$ cat config.mk
export PLATFORM = sky130hd
export DESIGN_NAME = lcd_bus_engine
export DESIGN_NICKNAME = d
export VERILOG_FILES = /design/src/rtl/lcd_bus_engine.sv
export SDC_FILE = /design/constraint.sdc
export NUM_CORES = 1
export LEC_CHECK = 0
export CAP_MARGIN = 30
export CORE_MARGIN = 2
export CORE_UTILIZATION = 52
export DETAILED_ROUTE_END_ITERATION = 12
export PLACE_DENSITY = 0.74
export SETUP_SLACK_MARGIN = 0.1
export SLEW_MARGIN = 20
export SYNTH_ARGS = -nofsm -noshare
export SYNTH_HDL_FRONTEND = slang
export SYNTH_SLANG_ARGS = --single-unit
$ cat constraint.sdc
create_clock -name CLK -period 4.82 [get_ports CLK]
set_input_delay 0.482 -clock CLK [delete_from_list [all_inputs] [get_ports CLK]]
set_output_delay 0.482 -clock CLK [all_outputs]
set_load 0.02 [all_outputs]
$ cat src/rtl/lcd_bus_engine.sv
// HD44780-class LCD bus engine: byte read/write requests over valid/ready become RS/RW/E strobes
// on an 8-bit or 4-bit split data bus, with optional bounded busy-flag polling after the transfer.
module lcd_bus_engine #(
  parameter int unsigned SETUP_CYC        = 1500,
  parameter int unsigned PULSE_CYC        = 500,
  parameter int unsigned HOLD_CYC         = 1500,
  parameter int unsigned BUSY_TIMEOUT_CYC = 2000000
) (
  input  logic       CLK,
  input  logic       RST_N,
  input  logic       req_valid,
  output logic       req_ready,
  input  logic       req_rs,
  input  logic       req_rw,
  input  logic [7:0] req_data,
  input  logic       req_nibble_only,
  input  logic       req_wait_busy,
  input  logic       mode4bit,
  output logic       rsp_valid,
  output logic [7:0] rsp_data,
  output logic       rsp_timeout,
  output logic [7:0] LCD_D_OUT,
  output logic       LCD_D_OE,
  input  logic [7:0] LCD_D_IN,
  output logic       LCD_RS,
  output logic       LCD_RW,
  output logic       LCD_E
);

  typedef enum logic [2:0] {StIdle, StSetup, StEHigh, StHold, StDone} state_e;

  state_e      state_q, state_d;
  logic [31:0] cnt_q, cnt_d;
  logic [31:0] to_cnt_q, to_cnt_d;
  logic        nib_q, nib_d;
  logic        poll_q, poll_d;
  logic [7:0]  rd_q, rd_d;
  logic        tmo_q, tmo_d;

  logic        rs_q, rw_q, nib_only_q, wait_q, m4_q;
  logic [7:0]  data_q;

  logic        accept, busy_phase, cur_rs, cur_rw, two_nib, timed_out;
  logic [7:0]  wr_byte;

  assign accept     = req_valid && (state_q == StIdle);
  assign busy_phase = (state_q == StSetup) || (state_q == StEHigh) || (state_q == StHold);
  // Status polls always read the instruction register.
  assign cur_rs     = poll_q ? 1'b0 : rs_q;
  assign cur_rw     = poll_q | rw_q;
  assign two_nib    = m4_q && (cur_rw || !nib_only_q);
  assign timed_out  = to_cnt_q >= BUSY_TIMEOUT_CYC - 1;
  assign wr_byte    = !m4_q ? data_q :
                      nib_q ? {data_q[3:0], 4'h0} : {data_q[7:4], 4'h0};

  always_ff @(posedge CLK or negedge RST_N) begin
    if (!RST_N) begin
      rs_q       <= 1'b0;
      rw_q       <= 1'b0;
      nib_only_q <= 1'b0;
      wait_q     <= 1'b0;
      m4_q       <= 1'b0;
      data_q     <= 8'h00;
    end else if (accept) begin
      rs_q       <= req_rs;
      rw_q       <= req_rw;
      nib_only_q <= req_nibble_only;
      wait_q     <= req_wait_busy;
      m4_q       <= mode4bit;
      data_q     <= req_data;
    end
  end

  always_ff @(posedge CLK or negedge RST_N) begin
    if (!RST_N) begin
      state_q  <= StIdle;
      cnt_q    <= '0;
      to_cnt_q <= '0;
      nib_q    <= 1'b0;
      poll_q   <= 1'b0;
      rd_q     <= 8'h00;
      tmo_q    <= 1'b0;
    end else begin
      state_q  <= state_d;
      cnt_q    <= cnt_d;
      to_cnt_q <= to_cnt_d;
      nib_q    <= nib_d;
      poll_q   <= poll_d;
      rd_q     <= rd_d;
      tmo_q    <= tmo_d;
    end
  end

  always_comb begin
    state_d     = state_q;
    cnt_d       = cnt_q;
    to_cnt_d    = to_cnt_q;
    nib_d       = nib_q;
    poll_d      = poll_q;
    rd_d        = rd_q;
    tmo_d       = tmo_q;
    req_ready   = 1'b0;
    rsp_valid   = 1'b0;
    rsp_data    = 8'h00;
    rsp_timeout = 1'b0;
    LCD_D_OUT   = 8'h00;
    LCD_D_OE    = 1'b0;
    LCD_RS      = 1'b0;
    LCD_RW      = 1'b0;
    LCD_E       = 1'b0;

    // OE is the inverse of RW, so the bus turns around in the same cycle RW changes.
    if (busy_phase) begin
      LCD_RS    = cur_rs;
      LCD_RW    = cur_rw;
      LCD_D_OE  = !cur_rw;
      LCD_D_OUT = cur_rw ? 8'h00 : wr_byte;
      if (poll_q && (to_cnt_q < BUSY_TIMEOUT_CYC)) to_cnt_d = to_cnt_q + 1;
    end

    unique case (state_q)
      StIdle: begin
        req_ready = 1'b1;
        if (req_valid) begin
          state_d  = StSetup;
          cnt_d    = '0;
          to_cnt_d = '0;
          nib_d    = 1'b0;
          poll_d   = 1'b0;
          rd_d     = 8'h00;
          tmo_d    = 1'b0;
        end
      end
      StSetup: begin
        if (cnt_q == SETUP_CYC - 1) begin
          state_d = StEHigh;
          cnt_d   = '0;
        end else begin
          cnt_d = cnt_q + 1;
        end
      end
      StEHigh: begin
        LCD_E = 1'b1;
        if (cnt_q == PULSE_CYC - 1) begin
          state_d = StHold;
          cnt_d   = '0;
          if (cur_rw) begin
            if (!m4_q)       rd_d      = LCD_D_IN;
            else if (!nib_q) rd_d[7:4] = LCD_D_IN[7:4];
            else             rd_d[3:0] = LCD_D_IN[7:4];
          end
        end else begin
          cnt_d = cnt_q + 1;
        end
      end
      StHold: begin
        if (cnt_q == HOLD_CYC - 1) begin
          cnt_d = '0;
          if (two_nib && !nib_q) begin
            state_d = StSetup;
            nib_d   = 1'b1;
          end else if (!poll_q && wait_q) begin
            state_d = StSetup;
            poll_d  = 1'b1;
            nib_d   = 1'b0;
          end else if (poll_q && rd_q[7] && !timed_out) begin
            state_d = StSetup;
            nib_d   = 1'b0;
          end else begin
            state_d = StDone;
            tmo_d   = poll_q && rd_q[7];
          end
        end else begin
          cnt_d = cnt_q + 1;
        end
      end
      StDone: begin
        rsp_valid   = 1'b1;
        rsp_data    = rd_q;
        rsp_timeout = tmo_q;
        state_d     = StIdle;
      end
      default: state_d = StIdle;
    endcase
  end

endmodule

==> results.tsv <==
metric	value	unit
worst path arrival time	2500	ps
Yosys warning total	0	
crit path launch	state_q[0]	
worst-path fanout max	10	
DP Area	5270	sq um
Core ar.	8810	sq um
initial antenna violation count	0	
Hold-fix buffers, CTS	0	
crit path launch type	flop	
Worst Reg2Reg Path Length in Cells	8	
asr flop ratio synth	1.00	
Buffers on Ports	46	
Seq/Total Area, Yosys	0.479	
VDD IR max	0.214	mV
Std-Cell Rows	34	
reg2reg end	cnt_q[26]	
Worst Skew	9.76	ps
Fin Setup TNS	0	ps
Post CTS Setup Buffer Count	0	
Final min period	2980	ps
share of cells above drive strength 1	0.0683	
Final Cycle Share	0.618	
Post-synth EDFFs	0	
top_reg_cell synth	dfrtp_1	
Worst slew margin	0.425	
Distinct cells, synth	49	
Crit Path Class	reg -> out	
R2R Path Start	cnt_q[0]	
area of the multi-input gates	2320	sq um
DR vias	3739	
first-pass GRT wire length	17000	um
Reg clk slew, reported paths	90	ps
maxcap violations	0	
worst slew pin tran	860	ps
final setup violation count	0	
Achievable Freq	0.336	GHz
Final Hold Vio Count	0	
CTS max path bufs	2	
Crit path required time	4340	ps
DIE WIDTH	99.6	um
gpl congestion	0.810	
Num CTS Buffers	9	
Area Growth Syn to Fin	15.7	%
IO Count	47	
cell area after layout	5500	sq um
GR Overflow Total	0	
ANT nets after route	0	
detailed-route wire length per cell	14.8	um
Pleak	2.54	nW
Clock Tree Root	clkbuf_8	
die height	99.6	um
Gate Count Post-Synth	510	
total global routing track utilization	0.213	
Initial Utilization	0.540	
Synth Area per Inst	9.32	sq um
Iteration-0 DRC Markers	159	
Power per Cell Area	408	nW/um^2
layout net count	577	
antenna cells	0	
vias in the first global route	3650	
H-Tree Level Count	3	
Slew Viols, Final	0	
Yosys reg bits	91	
Filler cells	713	
largest net degree at the start of global routing	62	
Via-to-Cell Ratio	5.63	
Routed Wire Length	9830	um
DRT Pass-1 Iters	4	
synthesized area	4750	sq um
Sequential Area	2280	sq um
unrepaired setup endpoints after global routing	false	
Syn Nets	536	
outcome	finished clean	
Hold Crit Class	in -> async	
CTS tree	yes	
CTS-repair resized insts	0	
CP Capture Type	output port	
R2R setup slack	1910	ps
HPWL Detailed	6980	um
CTS sink cnt	91	
DRC Markers	0	
worst skew pair latency	360	ps
DIE AREA	9920	sq um
critical path capture point	LCD_D_OUT[3]	
through the flow:
stage	setup slack, ps	power, mW	std cells	hold WS, ps	util
floorplan	2660	1.45	510	186	-
global placement	2070	1.66	647	435	0.598
detailed placement	1960	1.68	647	436	0.598
CTS	1760	2.26	663	33.6	0.624
global route	1690	2.40	664	42.1	0.624
finish	1840	2.25	664	28.0	0.624
routing by layer:
layer,global-route usage,vias to the layer above,share of wire
met1,0.295,1797,0.48
li1,-,1861,-
met5,0,-,0
met3,0.0499,13,0.044
met2,0.334,68,0.47
met4,0.0685,0,0.014
registers in the layout, summed over array words and instances, names as in the netlist, 3 cells and up:
| register | flops |
|---|---|
| rd_q | 8 |
| cnt_q | 32 |
| data_q | 8 |
| state_q | 3 |
| to_cnt_q | 32 |
Yosys cell counts (all sizes together), types with 3 or more instances:
master	number	share of area
nor3	7	0.0074
mux2i	12	0.025
xor2	19	0.035
nor2	49	0.039
and4	8	0.015
nand4b	3	0.0055
nand4	12	0.017
nor2b	3	0.0039
nor4	14	0.033
o22ai	3	0.0053
or3	4	0.0053
a31oi	11	0.014
dfrtp	91	0.48
and3	15	0.020
nand2b	5	0.0066
buf	8	0.011
a22o	3	0.0055
nor3b	3	0.0047
o21ai	7	0.0074
nand3	30	0.032
nor4b	4	0.011
inv	15	0.012
clkbuf	12	0.0095
and2	27	0.036
mux2	4	0.0095
a21oi	24	0.025
nand2	85	0.067
a21o	5	0.0079
xnor2	10	0.018
cells by family after synthesis:
logic type               Yosys count  share of synthesized area
AND/OR/NAND/NOR                  274                      0.311
flip-flops                        91                      0.479
AO/OA/AOI/OAI                     63                     0.0840
buffers and inverters             35                     0.0324
XOR/XNOR                          29                     0.0534
multiplexers                      16                     0.0348
adder cells (fa/ha/maj)            2                    0.00527
how the worst min path moves through the flow:
stage / depth (start not counted) / start / end
detailed placement: 1 / RST_N / data_q[5]
floorplan: 0 / RST_N / cnt_q[0]
CTS: 1 / RST_N / data_q[5]
finish: 1 / RST_N / data_q[5]
global placement: 1 / RST_N / data_q[5]
global route: 1 / RST_N / data_q[5]
area by class of cell:
type	instances	share of cell area
inverters	15	0.0102
well taps	108	0.0246
clock buffers	10	0.0232
flip-flops and latches	91	0.414
multi-input cells	384	0.422
clock inverters	6	0.0175
repair buffers	50	0.0883
worst max-delay path, stage by stage, from the launching register on:
cell             delay, ps
dfrtp_1                490
o21bai_1               530
nand2b_1               300
nor2_1                 100
and2_1                 190
clkdlybuf4s50_1        530
report_power, final:
| group | switching [mW] | leakage, nW | total (mW) | internal, mW |
|---|---|---|---|---|
| Combinational | 0.377 | 1.19 | 0.652 | 0.274 |
| Sequential | 0.141 | 1.23 | 1.02 | 0.876 |
| Clock | 0.277 | 0.109 | 0.577 | 0.299 |
placed cells by master (no fill, tap or decap), drive strengths merged, types with 4 or more instances in the layout:
cell / instances
inv: 18
nor4: 14
buf: 5
clkdlybuf4s50: 45
a21o: 5
nand2b: 5
nand3: 30
nand4: 12
nor3: 7
a31oi: 11
or3: 4
mux2i: 12
a21oi: 24
and3: 15
and4: 8
nor2: 49
clkbuf: 10
nand2: 85
mux2: 4
xor2: 19
xnor2: 10
o21ai: 7
dfrtp: 91
and2: 27
nor4b: 4
No activity file was read; power rests on OpenSTA's default activity.
